<file path="config.mk">
export PLATFORM = sky130hd
export DESIGN_NAME = pipe_hazard_ctrl_flat
export DESIGN_NICKNAME = d
export VERILOG_FILES = /design/src/rtl/pipe_hazard_if.sv /design/src/rtl/pipe_hazard_ctrl.sv /design/src/flat_wrapper.sv
export SDC_FILE = /design/constraint.sdc
export NUM_CORES = 1
export LEC_CHECK = 0
export CAP_MARGIN = 20
export CELL_PAD_IN_SITES_DETAIL_PLACEMENT = 2
export CELL_PAD_IN_SITES_GLOBAL_PLACEMENT = 2
export CORE_MARGIN = 5
export CORE_UTILIZATION = 23
export CTS_CLUSTER_DIAMETER = 50
export DETAILED_ROUTE_END_ITERATION = 10
export PLACE_DENSITY = 0.8
export SYNTH_ARGS = -nofsm -noshare
export SYNTH_HDL_FRONTEND = slang
export SYNTH_SLANG_ARGS = --single-unit
</file>
<file path="constraint.sdc">
create_clock -name cpu_clk -period 2.82 [get_ports cpu_clk]
set_input_delay 0.846 -clock cpu_clk [delete_from_list [all_inputs] [get_ports cpu_clk]]
set_output_delay 0.846 -clock cpu_clk [all_outputs]
set_load 0.01 [all_outputs]
</file>
<file path="src/rtl/pipe_hazard_if.sv">
// Hazard-control bundle: ID/EX/MEM status into the controller, stall/flush/divider control out.
interface pipe_hazard_if;
  logic [4:0] ID_rs;
  logic [4:0] ID_rt;
  logic       ID_uses_rs;
  logic       ID_uses_rt;
  logic       EX_memread;
  logic [4:0] EX_wreg;
  logic       ID_div_start;
  logic       ID_hilo_use;
  logic       EX_branch_taken;
  logic       exc_req;
  logic       PCWrite;
  logic       IFID_flush;
  logic       IDEX_flush;
  logic       div_busy;
  logic       div_abort;
  logic [1:0] state;

  modport master (
    output ID_rs, ID_rt, ID_uses_rs, ID_uses_rt, EX_memread, EX_wreg,
    output ID_div_start, ID_hilo_use, EX_branch_taken, exc_req,
    input  PCWrite, IFID_flush, IDEX_flush, div_busy, div_abort, state
  );

  modport slave (
    input  ID_rs, ID_rt, ID_uses_rs, ID_uses_rt, EX_memread, EX_wreg,
    input  ID_div_start, ID_hilo_use, EX_branch_taken, exc_req,
    output PCWrite, IFID_flush, IDEX_flush, div_busy, div_abort, state
  );
endinterface

</file>
<file path="src/rtl/pipe_hazard_ctrl.sv">
// Pipeline hazard controller: load-use and HI/LO stalls, branch/exception flushes,
// and tracking of the multi-cycle divider occupancy.
module pipe_hazard_ctrl #(
  parameter int unsigned DIV_CYCLES = 32
) (
  input  logic         cpu_clk,
  input  logic         reset,
  pipe_hazard_if.slave hz
);

  typedef enum logic [1:0] {
    ST_RUN = 2'd0,
    ST_DIV = 2'd1,
    ST_EXC = 2'd2
  } state_t;

  localparam logic [5:0] CNT_LOAD = 6'(DIV_CYCLES - 32'd1);

  state_t     state_r;
  state_t     state_s;
  logic [5:0] cnt_r;
  logic [5:0] cnt_s;
  logic       div_busy_r;
  logic       pc_write_s;
  logic       ifid_flush_s;
  logic       idex_flush_s;
  logic       div_abort_s;
  logic       load_use_s;
  logic       hilo_haz_s;

  assign load_use_s = hz.EX_memread && (hz.EX_wreg != 5'd0) &&
                      ((hz.ID_uses_rs && (hz.ID_rs == hz.EX_wreg)) ||
                       (hz.ID_uses_rt && (hz.ID_rt == hz.EX_wreg)));

  // A second div while busy is covered here because div also raises ID_hilo_use.
  assign hilo_haz_s = (state_r == ST_DIV) && hz.ID_hilo_use;

  // Next-state and same-cycle stall/flush decisions, highest priority first.
  always_comb begin
    state_s      = state_r;
    cnt_s        = cnt_r;
    pc_write_s   = 1'b1;
    ifid_flush_s = 1'b0;
    idex_flush_s = 1'b0;
    div_abort_s  = 1'b0;
    if (reset) begin
      state_s = ST_RUN;
      cnt_s   = 6'd0;
    end else if (hz.exc_req) begin
      ifid_flush_s = 1'b1;
      idex_flush_s = 1'b1;
      div_abort_s  = (state_r == ST_DIV);
      state_s      = ST_EXC;
      cnt_s        = 6'd0;
    end else begin
      case (state_r)
        ST_RUN: begin
          if (hz.EX_branch_taken) begin
            ifid_flush_s = 1'b1;
            idex_flush_s = 1'b1;
          end else if (load_use_s) begin
            pc_write_s   = 1'b0;
            idex_flush_s = 1'b1;
          end else if (hz.ID_div_start) begin
            state_s = ST_DIV;
            cnt_s   = CNT_LOAD;
          end else begin
            pc_write_s = 1'b1;
          end
        end
        ST_DIV: begin
          // The divide is older than any branch, so it keeps counting regardless.
          if (hz.EX_branch_taken) begin
            ifid_flush_s = 1'b1;
            idex_flush_s = 1'b1;
          end else if (hilo_haz_s || load_use_s) begin
            pc_write_s   = 1'b0;
            idex_flush_s = 1'b1;
          end else begin
            pc_write_s = 1'b1;
          end
          if (cnt_r == 6'd0) begin
            state_s = ST_RUN;
          end else begin
            cnt_s = cnt_r - 6'd1;
          end
        end
        ST_EXC: begin
          ifid_flush_s = 1'b1;
          idex_flush_s = 1'b1;
          state_s      = ST_RUN;
        end
        default: begin
          state_s = ST_RUN;
          cnt_s   = 6'd0;
        end
      endcase
    end
  end

  // State, divider counter and busy flag register.
  always_ff @(posedge cpu_clk) begin
    if (reset) begin
      state_r    <= ST_RUN;
      cnt_r      <= 6'd0;
      div_busy_r <= 1'b0;
    end else begin
      state_r    <= state_s;
      cnt_r      <= cnt_s;
      div_busy_r <= (state_s == ST_DIV);
    end
  end

  assign hz.PCWrite    = pc_write_s;
  assign hz.IFID_flush = ifid_flush_s;
  assign hz.IDEX_flush = idex_flush_s;
  assign hz.div_abort  = div_abort_s;
  assign hz.div_busy   = div_busy_r;
  assign hz.state      = state_r;

endmodule

</file>
<file path="src/flat_wrapper.sv">
// flat-port wrapper written by rule: the top's interface ports become plain ports
module pipe_hazard_ctrl_flat 
#(
  parameter int unsigned DIV_CYCLES = 32
)
  (cpu_clk, reset, hz_ID_rs, hz_ID_rt, hz_ID_uses_rs, hz_ID_uses_rt, hz_EX_memread, hz_EX_wreg, hz_ID_div_start, hz_ID_hilo_use, hz_EX_branch_taken, hz_exc_req, hz_PCWrite, hz_IFID_flush, hz_IDEX_flush, hz_div_busy, hz_div_abort, hz_state);
  pipe_hazard_if hz_i ();
  input  logic cpu_clk;
  input  logic reset;
  input wire logic [$bits(hz_i.ID_rs)-1:0] hz_ID_rs;
  input wire logic [$bits(hz_i.ID_rt)-1:0] hz_ID_rt;
  input wire logic [$bits(hz_i.ID_uses_rs)-1:0] hz_ID_uses_rs;
  input wire logic [$bits(hz_i.ID_uses_rt)-1:0] hz_ID_uses_rt;
  input wire logic [$bits(hz_i.EX_memread)-1:0] hz_EX_memread;
  input wire logic [$bits(hz_i.EX_wreg)-1:0] hz_EX_wreg;
  input wire logic [$bits(hz_i.ID_div_start)-1:0] hz_ID_div_start;
  input wire logic [$bits(hz_i.ID_hilo_use)-1:0] hz_ID_hilo_use;
  input wire logic [$bits(hz_i.EX_branch_taken)-1:0] hz_EX_branch_taken;
  input wire logic [$bits(hz_i.exc_req)-1:0] hz_exc_req;
  output wire logic [$bits(hz_i.PCWrite)-1:0] hz_PCWrite;
  output wire logic [$bits(hz_i.IFID_flush)-1:0] hz_IFID_flush;
  output wire logic [$bits(hz_i.IDEX_flush)-1:0] hz_IDEX_flush;
  output wire logic [$bits(hz_i.div_busy)-1:0] hz_div_busy;
  output wire logic [$bits(hz_i.div_abort)-1:0] hz_div_abort;
  output wire logic [$bits(hz_i.state)-1:0] hz_state;
  assign hz_i.ID_rs = hz_ID_rs;
  assign hz_i.ID_rt = hz_ID_rt;
  assign hz_i.ID_uses_rs = hz_ID_uses_rs;
  assign hz_i.ID_uses_rt = hz_ID_uses_rt;
  assign hz_i.EX_memread = hz_EX_memread;
  assign hz_i.EX_wreg = hz_EX_wreg;
  assign hz_i.ID_div_start = hz_ID_div_start;
  assign hz_i.ID_hilo_use = hz_ID_hilo_use;
  assign hz_i.EX_branch_taken = hz_EX_branch_taken;
  assign hz_i.exc_req = hz_exc_req;
  assign hz_PCWrite = hz_i.PCWrite;
  assign hz_IFID_flush = hz_i.IFID_flush;
  assign hz_IDEX_flush = hz_i.IDEX_flush;
  assign hz_div_busy = hz_i.div_busy;
  assign hz_div_abort = hz_i.div_abort;
  assign hz_state = hz_i.state;
  pipe_hazard_ctrl #(.DIV_CYCLES(DIV_CYCLES)) u_core (.cpu_clk(cpu_clk), .reset(reset), .hz(hz_i));
endmodule
</file>
* After elaboration in Yosys (flattened, before gate mapping)
Index checks and enable logic that the tools add are counted.
** Cells by class
- Equal/unequal tests :: 9
- Shift operators :: 0
- Div/mod/pow operators :: 0
- Order comparisons :: 0
- Multipliers :: 0
- Reduce and logical (&&, ||, !) cells :: 13
- Add/subtract/negate cells :: 1
- Bitwise operators :: 1
- Mux-type cells :: 32
** Operators by type and width (count)
- two-way mux 6 bit :: 4
- one-hot mux 6 bit (3 select lines) :: 1
- two-way mux 1 bit :: 17
- two-way mux 2 bit :: 6
- equality test 5 bit :: 2
- inequality test 2 bit (second input constant) :: 4
- logical NOT 6 bit :: 1
- subtractor 6 x 1 -> 6 bit (second input constant) :: 1
- logical AND 1 bit :: 5
- AND reduction 5 bit :: 1
- nonzero test 5 bit :: 1
- equality test 2 x 1 -> 1 bit (second input constant) :: 2
- one-hot mux 1 bit (2 select lines) :: 2
- one-hot mux 2 bit (2 select lines) :: 1
- OR reduction 2 bit :: 2
- one-hot mux 1 bit (3 select lines) :: 1
- equality test 2 bit (second input constant) :: 1
- logical NOT 2 bit :: 1
- logical OR 1 bit :: 2
- inverter 1 bit :: 1
** Storage, ports and cells
- Memories :: 0
- Register bits after elaboration :: 9
- Memory bits (writable) :: 0
- Bits in read-only memories :: 0
- Output and inout port bits :: 7
- Latch bits :: 0
- Bits of input ports :: 24
- Word-level logic and storage cells :: 59

* Longest topological paths before layout
- Depth after elaboration :: 10
- Gate-level depth with buffers :: 6
- Depth with buffers taken out :: 6

* Worst setup path after synthesis
Ideal clock, no wire load.
- Path kind :: input to output
- Start point :: input port hz_EX_wreg[0]
- End point :: output port hz_IDEX_flush
- Data required time :: 1.974 ns
- Data arrival time :: 1.893 ns
- Buffers on the path :: 0
- Setup slack :: 0.081 ns
- Stages on the path :: 4
- Path through :: or4_4 > o21ai_4 > o21ai_0 > a21o_1
** Between the ends
- Word-level cells in the longest chain between the ends :: 10
- Elaborated cells between the ends (all ways) :: 16
- Classes of those cells :: eq/ne (2); mux (7); reduce/logical (7)
** Ends and longest elaborated chain
- start: declaration :: RTL line flat_wrapper.sv:15 : input wire logic [$bits(hz_i.EX_wreg)-1:0] hz_EX_wreg;
- equality test 5 bit, on equally long branches :: RTL line pipe_hazard_ctrl.sv:32, pipe_hazard_ctrl.sv:33
- logical AND 1 bit, on equally long branches :: RTL line pipe_hazard_ctrl.sv:32, pipe_hazard_ctrl.sv:33
- logical OR 1 bit :: RTL line pipe_hazard_ctrl.sv:32 : ((hz.ID_uses_rs && (hz.ID_rs == hz.EX_wreg)) ||
- logical AND 1 bit (*) :: RTL line pipe_hazard_ctrl.sv:31 : assign load_use_s = hz.EX_memread && (hz.EX_wreg != 5'd0) &&
- logical OR 1 bit :: RTL line pipe_hazard_ctrl.sv:76 : end else if (hilo_haz_s || load_use_s) begin
- two-way mux 1 bit :: RTL line pipe_hazard_ctrl.sv:76
- two-way mux 1 bit :: RTL line pipe_hazard_ctrl.sv:73 : if (hz.EX_branch_taken) begin
- one-hot mux 1 bit (3 select lines) (*) :: RTL line pipe_hazard_ctrl.sv:56 : case (state_r)
- two-way mux 1 bit (*) :: RTL line pipe_hazard_ctrl.sv:49 : end else if (hz.exc_req) begin
- two-way mux 1 bit (*) :: RTL line pipe_hazard_ctrl.sv:46 : if (reset) begin
- end: declaration :: RTL line flat_wrapper.sv:22 : output wire logic [$bits(hz_i.IDEX_flush)-1:0] hz_IDEX_flush;
Mark *: on every way between the ends. The rest lies on a longest branch, timed or not.

* Worst setup path after layout
- Start point :: input port hz_EX_wreg[3]
- End point :: output port hz_IDEX_flush
Same word-level chain as after synthesis.

==> results.txt <==
worst-path maximum fanout = 3
max-slew violations = 0
Post-Synthesis Cells = 87
unique cell type count in the Yosys netlist = 37
Worst-path clk slew = 0.08 ns
Rows = 20
cell accounting for the most synthesized area = dfxtp_1
die height = 66.4 um
critical path's largest stage delay = 0.55 ns
Reg area = 180 um^2
type of the most critical hold path = register to register
Post-synth EDFFs = 0
Post-Layout Cell Count = 176
IO Port Bufs = 30
total grt overflow = 0
H-tree depth = 1
hold buffer count at CTS = 0
Total Nets Final = 159
Buf/Inv on CP = 2
Layout area overhead = 70.9%
P per Cell Area = 303 mW/mm^2
drt via density = 4.84
Sum Neg Setup Slack = -0.0914 ns
GRT Resource Usage Total = 14.8%
ANT cells = 0
setup slack after layout = -0.0882 ns
Post-Syn Area = 732 um^2
crit path time final = 2.91 ns
number of global-route vias before repair = 979
initial antenna violation count = 0
failing checks = setup timing
max cap viols = 0
drt pass-1 iters = 4
outcome = finished with violations
crit share post-route = 103%
synth cell count leaders = 9 x dfxtp_1, 9 x o21ai_0, 8 x xor2_1
syn nets = 113
Tot Pwr = 0.379 mW
post-place setup slack = -0.953 ns
root buffer cell = clkbuf_4
post-detail-place hpwl = 2530 um
Worst VDD drop = 0.000236 V
die span in x = 66.4 um
DRT Wirelength = 3070 um
Synth async-reset ratio = 0%
Detailed Route Iter0 Violations = 12
CP cell instances = buf_8 -> or4_4 -> o21ai_4 -> o21ai_2 -> a21o_1 -> buf_2
CP arrival = 2.06 ns
Core Footprint = 0.00305 mm^2
cell family with most CP delay = simple AND/OR/NAND/NOR gates
Worst setup SP type = primary input
Yosys reg bits = 9
crit end category = output port
Least-Margin Pin Slew = 0.412 ns
post-route ant nets = 0
Clock Path Buffers = 2
Fin. Hold Viols = 0
largest net degree at the start of global routing = 10
RePlAce Congestion = 0.773
unrepaired setup endpoints after global routing = yes
final setup fails = 2
clk sink count = 9
Slew HR = 72.3%
skew final = 0.00797 ns
via count = 851
Slowest-stage cell, CP = or4_4
per-cell routed wire length = 17.4 um
placed insts = 171
max frequency = 344 MHz
die area = 0.00441 mm^2
YS warnings = 0
Initial Util = 24.0%
# DRC = 0
Avg Cell Area, Syn = 8.41 um^2
Seq/Total Area, Yosys = 24.6%
Setup CP Type = primary input to output port
worst skew pair latency = 0.27 ns
layout cells sized above 1 = 35.6%
synth top area cells = dfxtp_1 25%, xor2_1 9.6%, o21ai_0 6.2%
top-area cell type share of the netlist area = 24.6%
TritonCTS clock tree = yes
Static Leak = 0.499 nW
CTS Buf Count = 3
multi-input logic area = 601 um^2
main flop type after synthesis = dfxtp_1
I/O pins = 31
final-layout fill cell count = 335
first-pass GRT wire length = 4970 um
Critical Path RT = 1.97 ns
-- area by class of cell --
cell class              instances  share of cell area, %
clock inverters                 1                  0.400
inverters                       3                  0.900
repair buffers                 43                   30.1
multi-input cells              73                   48.0
well taps                      44                   4.40
flip-flops and latches          9                   14.4
clock buffers                   3                   1.80
-- power breakdown --
part           switching [mW]  leakage, nW  total [mW]  internal [mW]
Clock                  0.0549       0.0177       0.107         0.0524
Combinational          0.0641        0.408       0.134         0.0696
Sequential            0.00589       0.0733       0.138          0.132
-- cell usage in the layout (no fill, tap or decap), types with 5 or more instances in the layout --
cell type / netlist / layout
buf_2: 0 / 6
nand2_1: 6 / 6
buf_4: 0 / 13
clkdlybuf4s50_1: 0 / 9
nand3_1: 5 / 5
nor2_1: 7 / 7
o21ai_0: 9 / 8
dfxtp_1: 9 / 9
xor2_1: 8 / 5
-- registers in the layout (all words and copies together) (netlist names) --
signal and cells:
u_core.cnt_r 6, u_core.hz.div_busy 1, u_core.hz.state 2
-- through the flow --
step | utilization [%] | cell area, um^2 | hold WS [ns]
6_report | 41.0 | 1250 | 0.528
3_3_place_gp | 38.3 | 1170 | 0.478
5_1_grt | 41.0 | 1250 | 0.555
2_1_floorplan | - | 732 | 0.448
4_1_cts | 39.5 | 1210 | 0.525
3_5_place_dp | 38.3 | 1170 | 0.512
-- routing by layer --
metal	global-route usage (%)	part of all wire, %
met3	3.57	3.2
met2	29.1	57
met1	16.5	40
met5	0	0
met4	0.761	0
-- cells by family after synthesis --
| logic type | synth area share, % |
|---|---|
| compound gates | 26.2 |
| flops | 24.6 |
| buf+inv | 2.56 |
| simple gates | 31.3 |
| fa+ha+maj | 3.42 |
| xor+xnor | 12.0 |
-- worst reg2reg max path: stages, from the launching register on --
cell,delay (ns)
dfxtp_1,0.37
or3_1,0.41
nor3b_1,0.40
a21boi_0,0.16
buf_4,0.17
o221ai_1,0.16
a21oi_1,0.06
-- repair_timing --
item | 4_1_cts | 5_1_grt
endpoints found under the hold margin | 0 | 0
endpoints found under the setup margin | 4 | 4
resized for setup | 70 | 10
pin swaps | 12 | 7
buffers inserted | 0 | 1
gates cloned | 0 | 0
-- final timing paths --
path	start	end	slack, ns	cells past startpoint
max	hz_EX_wreg[3]	hz_IDEX_flush	-0.09	6
min	u_core.cnt_r[3]$_SDFFE_PP0P_	u_core.cnt_r[3]$_SDFFE_PP0P_	0.53	2
max reg2reg	u_core.cnt_r[2]$_SDFFE_PP0P_	u_core.cnt_r[1]$_SDFFE_PP0P_	0.98	6
min reg2reg	u_core.cnt_r[3]$_SDFFE_PP0P_	u_core.cnt_r[3]$_SDFFE_PP0P_	0.53	2
Power figures use the tool's default switching activity.
